[src/rtl/mem_arbiter.sv]
// mem_arbiter: two-requester (fetch/data) single-port memory arbiter with one-cycle pipelined responses
module mem_arbiter #(
  parameter int ROUND_ROBIN = 1,
  parameter int ADDR_W = 32
) (
  input  logic              clk,
  input  logic              rst_n,
  input  logic              req0_valid,
  input  logic [ADDR_W-1:0] req0_addr,
  input  logic              req0_we,
  input  logic [31:0]       req0_wd,
  input  logic [3:0]        req0_be,
  output logic              req0_ready,
  input  logic              req1_valid,
  input  logic [ADDR_W-1:0] req1_addr,
  input  logic              req1_we,
  input  logic [31:0]       req1_wd,
  input  logic [3:0]        req1_be,
  output logic              req1_ready,
  output logic              resp0_valid,
  output logic [31:0]       resp0_rdata,
  output logic              resp1_valid,
  output logic [31:0]       resp1_rdata,
  output logic [ADDR_W-1:0] mem_a,
  output logic              mem_we,
  output logic [31:0]       mem_wd,
  output logic [3:0]        mem_be,
  input  logic [31:0]       mem_rd
);
  logic last_grant, pend_valid, pend_id, gnt0, gnt1;
  always_comb begin
    gnt1 = rst_n && req1_valid && (!req0_valid || ROUND_ROBIN == 0 || !last_grant);
    gnt0 = rst_n && req0_valid && !gnt1;
  end
  assign req0_ready = gnt0;
  assign req1_ready = gnt1;
  assign mem_a = gnt1 ? req1_addr : gnt0 ? req0_addr : '0;
  assign mem_we = gnt1 ? req1_we : gnt0 ? req0_we : 1'b0;
  assign mem_wd = gnt1 ? req1_wd : gnt0 ? req0_wd : '0;
  assign mem_be = gnt1 ? req1_be : gnt0 ? req0_be : '0;
  assign resp0_valid = pend_valid && !pend_id;
  assign resp1_valid = pend_valid && pend_id;
  assign resp0_rdata = resp0_valid ? mem_rd : '0;
  assign resp1_rdata = resp1_valid ? mem_rd : '0;
  always_ff @(posedge clk) begin
    if (!rst_n) begin
      pend_valid <= 1'b0;
      pend_id <= 1'b0;
      last_grant <= 1'b1;
    end else begin
      pend_valid <= gnt0 | gnt1;
      if (gnt0 | gnt1) begin
        pend_id <= gnt1;
        last_grant <= gnt1;
      end
    end
  end
endmodule

[config.mk]
export PLATFORM = sky130hd
export DESIGN_NAME = mem_arbiter
export DESIGN_NICKNAME = d
export VERILOG_FILES = /design/src/rtl/mem_arbiter.sv
export SDC_FILE = /design/constraint.sdc
export NUM_CORES = 1
export LEC_CHECK = 0
export BUFFER_PORTS_ARGS = -buffer_cell sky130_fd_sc_hd__buf_2
export CELL_PAD_IN_SITES_DETAIL_PLACEMENT = 1
export CELL_PAD_IN_SITES_GLOBAL_PLACEMENT = 1
export CORE_AREA = 5 5 119 121
export DETAILED_ROUTE_END_ITERATION = 16
export DIE_AREA = 0 0 124 126
export PLACE_DENSITY_LB_ADDON = 0.12
export SETUP_SLACK_MARGIN = 0.15
export SLEW_MARGIN = 25
export SYNTH_ARGS = -nofsm -noshare
export SYNTH_HDL_FRONTEND = slang
export SYNTH_SLANG_ARGS = --single-unit
[constraint.sdc]
create_clock -name clk -period 2.58 [get_ports clk]
set_input_delay 0.129 -clock clk [delete_from_list [all_inputs] [get_ports clk]]
set_output_delay 0.129 -clock clk [all_outputs]
set_load 0.005 [all_outputs]
==> results of run 1 <==
-- cell type report --
class,count,area (um^2)
fill,1786,9550
timing repair buffer,317,1630
multi-input combinational,284,1430
tap,176,220
clock buffer,4,78.8
sequential,3,60.1
inverter,2,7.51
-- cell families after synthesis --
| logic type | Yosys count |
|---|---|
| DFF | 3 |
| and+or+nand+nor | 212 |
| AOI/OAI and AO/OA | 72 |
| buffers and inverters | 41 |
-- power groups by stage --
stage | Clock (mW) | Sequential [mW] | Combinational (mW)
final | 0.248 | 0.0557 | 0.522
after global routing | 0.258 | 0.0567 | 0.585
after CTS | 0.254 | 0.0559 | 0.536
after detailed placement | 0 | 0.0565 | 0.534
after global placement | 0 | 0.0561 | 0.527
after floorplan | 0 | 0.0543 | 0.240
-- critical path: stages, from the launching register on --
cell and delay, ns:
dfxtp_1 0.39, nand2_1 0.10, nand2_2 0.46, buf_12 0.30
o22ai_1 0.13, buf_2 0.16
-- placed cells by master (no fill, tap or decap), types with 2 or more instances in the layout --
| cell | synthesis | routed |
|---|---|---|
| inv_1 | 2 | 2 |
| buf_12 | 0 | 2 |
| and2_1 | 33 | 33 |
| nor2_1 | 4 | 4 |
| dfxtp_1 | 3 | 3 |
| buf_2 | 25 | 309 |
| clkbuf_16 | 0 | 3 |
| o22ai_1 | 69 | 69 |
| and3_1 | 32 | 32 |
| buf_4 | 2 | 6 |
| nand2_1 | 141 | 140 |
-- routing by layer --
layer	track usage	vias up	wire length [um]
li1	-	1681	-
met3	0.0466	10	1350
met1	0.134	1492	4170
met5	0	-	0
met2	0.284	170	6610
met4	0.0329	0	147
-- stage by stage --
stage                     cell area (um^2)  std cells  utilization  power [mW]
after detailed placement              3350        782        0.258       0.590
after floorplan                       1670        328            -       0.294
after global routing                  3430        786        0.264       0.899
after CTS                             3430        786        0.264       0.845
final                                 3430        786        0.264       0.825
after global placement                3350        782        0.258       0.583
-- sequential cells by signal (all words and copies together) (netlist names) --
name,flops
last_grant,1
pend_id,1
pend_valid,1
-- worst max-delay path by stage --
stage / start / endpoint / slack [ns] / cells after the start
after CTS: last_grant / mem_a[21] / 0.59 / 5
final: last_grant / mem_a[21] / 0.64 / 5
after global placement: last_grant / mem_a[21] / 0.85 / 5
after global routing: last_grant / mem_wd[23] / 0.51 / 5
after detailed placement: last_grant / mem_a[21] / 0.84 / 5
after floorplan: pend_valid / resp0_rdata[10] / 1.55 / 3
==> reports/results.ini, run 1 <==
[synthesis]
synthAdderAreaFrac = 0
yosys_warnings = 0
synthXorXnorAreaFrac = 0
syn_area_mm2 = 0.00167
avgSynthCellArea_um2 = 5.10
synth.most_common_cell = nand2_1
yosys.area_share.simple = 0.580
synth_cell_types = 15
synth.top_cell.area_share = 0.316
netlist_instances = 328
synth_compound_gate_area_share = 0.269
ys_seq_area_frac = 0.0359
ys_ff_latch = 3
synth_area_leaders = nand2_1, o22ai_1, and2_1
synthTopCellsByCount = nand2_1, o22ai_1, and2_1, and3_1, buf_2
async_flop_share = 0
synthMuxAreaShare = 0
synth_top_family_by_area = simple AND/OR/NAND/NOR gates
yosys.area.top_type = nand2_1
synth-edff-count = 0
synthesis.nets = 502
synthFlopType = dfxtp_1

[clocking]
cts_resized = 0
cts_buffers = 3
clkLatencyLatePin_ns = 0.22
clkSinkCount = 3
cts_root_buffer = clkbuf_16
htree_levels = 1
cts.path.max_buffers = 2
postCtsHoldBufs = 0
cts_tree = built
cts_setup_buffers = 0
cts.reportedPaths.clkPinSlew_ns = 0.03

[power_and_ir_drop]
switching_share = 0.380
p_switching_mw = 0.314
leakagePower_nw = 2.19
pwr-share-seq = 0.067
comb_power_share = 0.632
clock_power_share = 0.300
p_per_area_mw_per_mm2 = 241
peakVddDrop_v = 0.000128
internal-power_mw = 0.512

[floorplan]
start_util = 0.129
num_rows = 42
dieWidth_um = 124
pin_count = 311
core-area_mm2 = 0.0130
die-area_mm2 = 0.0156
die_h_um = 126

[routing]
dr_total_vias = 3353
wl_um = 12300
postRouteAntennaNets = 0
first_pass_iters = 4
route.detailed.drc = 0
routed_via_density = 4.27
drt_iter0_markers = 89
post_drt_wl_per_cell_um = 15.6

[sta]
tightest_slew_ns = 0.605
fin_crit_sh = 0.752
slew_violations = 0
finClkSkew_ns = 0.000917
rsz0062_at_grt = no
period_needed_ns = 1.94
max_freq_mhz = 516
setup_violations = 0
slew_headroom = 0.595
setup_ws_ns = 0.641
fin_hold_ws_ns = 0.179
hold_viol = 0
setup_tns_ns = 0

[min_path]
min_from = req1_valid
worstHoldPathType = in2reg
min_to = pend_valid
hold_depth = 3

[worst_setup_path]
rrSetupSlack_ns = 1.07
start_kind = flop
reg2reg_from = last_grant
crit_required_ns = 2.45
crit_type = reg2out
end_kind = output pin
arrival_ns = 1.81
r2r-end = pend_id
critPathMaxFanout = 43
ff2ff_path_depth = 4

[run_status]
status = completed

[place]
dp_hpwl_um = 10100
place_ws_ns = 0.845
gp_congestion = 0.767
io_buffers = 310

[global_routing]
track_usage = 0.141
grt_pass1_wl_um = 17600
overflow = 0
grt_max_degree = 65
grt_pass1_vias = 3460
antenna_found_initial = 0

[flow_run]
maxCapViolations = 0

[final_layout]
fin_nets = 785
area_growth_pct = 105
drive_gt1_frac = 0.530
diodes = 0

No activity file was read; power rests on OpenSTA's default activity.
==> run 2: changes to the inputs <==
--- a/config.mk
+++ b/config.mk
@@ -8,9 +8,9 @@
 export BUFFER_PORTS_ARGS = -buffer_cell sky130_fd_sc_hd__buf_2
 export CELL_PAD_IN_SITES_DETAIL_PLACEMENT = 1
 export CELL_PAD_IN_SITES_GLOBAL_PLACEMENT = 1
-export CORE_AREA = 5 5 119 121
+export CORE_MARGIN = 5
+export CORE_UTILIZATION = 12
 export DETAILED_ROUTE_END_ITERATION = 16
-export DIE_AREA = 0 0 124 126
 export PLACE_DENSITY_LB_ADDON = 0.12
 export SETUP_SLACK_MARGIN = 0.15
 export SLEW_MARGIN = 25
==> constraint.sdc (replaced) <==
create_clock -name clk -period 1.78 [get_ports clk]
set_input_delay 0.089 -clock clk [delete_from_list [all_inputs] [get_ports clk]]
set_output_delay 0.089 -clock clk [all_outputs]
set_load 0.005 [all_outputs]
==> run 2 against run 1 <==
Register-to-register slack lost 0.36 ns. Power increased by 47%. Clock skew is 0.0015 ns higher. Highest routed layer unchanged. Critical path type unchanged. Global-route usage shrank 0.61 points. Cell area up 1.8%. Core utilization is 1.1 points lower. Sequential share of layout area about the same. Die area up 5.1%. Clock power is 44% higher. Sequential power rose by 52%. Via count grew 1.3%.
==> reports/results.ini, run 2 (synthesis gave the netlist of run 1 again) <==
[worst_setup_path]
critPathMaxFanout = 51
ff2ff_path_depth = 4
end_kind = output pin
start_kind = flop
r2r-end = pend_id
crit_type = reg2out
arrival_ns = 1.36
rrSetupSlack_ns = 0.71
reg2reg_from = last_grant
crit_required_ns = 1.69

[clocking]
clkSinkCount = 3
htree_levels = 1
clkLatencyLatePin_ns = 0.22
cts_root_buffer = clkbuf_16
cts_tree = built
cts.reportedPaths.clkPinSlew_ns = 0.03
postCtsHoldBufs = 0
cts_buffers = 3
cts.path.max_buffers = 2

[final_layout]
layout_common_cells = buf_2, nand2_1, o22ai_1, and2_1, and3_1
final_common_cell = buf_2
nFillCells = 1848
final_core_util = 0.253
diodes = 0
design_area_mm2 = 0.00349
drive_gt1_frac = 0.533
top_regs = last_grant x1, pend_id x1, pend_valid x1
area_growth_pct = 108
fin_nets = 788

[global_routing]
grt_max_degree = 55
overflow = 0
track_usage = 0.135
grt-busiest-layer = met2
use_met3 = 0.0563
grt_pass1_wl_um = 18200
grt_use_met1 = 0.132
antenna_found_initial = 0
grt_pass1_vias = 3452
use_met2 = 0.267

[sta]
period_needed_ns = 1.45
slew_violations = 0
finClkSkew_ns = 0.00239
hold_viol = 0
setup_violations = 0
slew_headroom = 0.745
fin_crit_sh = 0.813
setup_ws_ns = 0.333
tightest_slew_ns = 0.383
max_freq_mhz = 691
setup_tns_ns = 0
rsz0062_at_grt = no

[power_and_ir_drop]
finalPower_mw = 1.22
leakagePower_nw = 2.22
peakVddDrop_v = 0.000190
p_per_area_mw_per_mm2 = 349

[place]
io_buffers = 310
place_ws_ns = 0.382
post_dp_cell_area_mm2 = 0.00340
gp_congestion = 0.834
dp_hpwl_um = 10400

[routing]
wl_um = 12500
postRouteAntennaNets = 0
post_drt_wl_per_cell_um = 15.7
dr_total_vias = 3398
routed_via_density = 4.28
first_pass_iters = 5
drt_iter0_markers = 80
route.detailed.drc = 0

[min_path]
hold_depth = 3
min_to = pend_valid
min_from = req0_valid
worstHoldPathType = in2reg

[run_status]
status = completed

[floorplan]
start_util = 0.122
num_rows = 43
die-area_mm2 = 0.0164
core-area_mm2 = 0.0138
pin_count = 311
dieWidth_um = 128
die_h_um = 128

[flow_run]
maxCapViolations = 0

-- run 2: metal layers --
metal,vias to the layer above,part of all wire
met4,0,0.0095
met2,191,0.52
li1,1689,-
met5,-,0
met3,9,0.12
met1,1509,0.35
-- run 2: layout make-up --
type,count,area (um^2),area share
timing repair buffer,319,1670,0.479
sequential,3,61.3,0.0176
tap,180,225,0.0645
multi-input combinational,285,1450,0.414
inverter,2,7.51,0.00215
clock buffer,4,78.8,0.0226
-- run 2: power breakdown --
part           total (mW)  leakage, nW  internal (mW)  switching (mW)
Sequential         0.0845       0.0254         0.0729          0.0116
Clock               0.358       0.0382          0.296          0.0621
Combinational       0.774         2.16          0.387           0.387
-- run 2: critical path: stages, from the launching register on --
cell     delay (ns)
dfxtp_1        0.38
nand2_1        0.10
nand2_2        0.10
buf_12         0.23
o22ai_1        0.13
buf_2          0.15
-- run 2: worst max-delay path by stage --
stage,from,end,slack (ns),depth (start not counted)
after floorplan,pend_valid,resp0_rdata[10],0.79,3
final,last_grant,mem_a[10],0.33,5
after global routing,last_grant,mem_wd[5],0.22,5
after detailed placement,pend_id,resp0_rdata[7],0.38,3
after CTS,pend_id,resp0_rdata[7],0.15,3
after global placement,pend_id,resp0_rdata[28],0.49,3
-- run 2: repair_timing --
item | CTS | global route
gates resized for setup | 0 | 2
setup buffers | 0 | 0
gates cloned | 0 | 1
endpoints found under the setup margin | 2 | 40
-- run 2: per-stage QoR --
step                cells  hold WS, ns
detailed placement    788        0.384
floorplan             328        0.205
global placement      788        0.366
CTS                   792        0.154
global route          793        0.215
finish                793        0.157
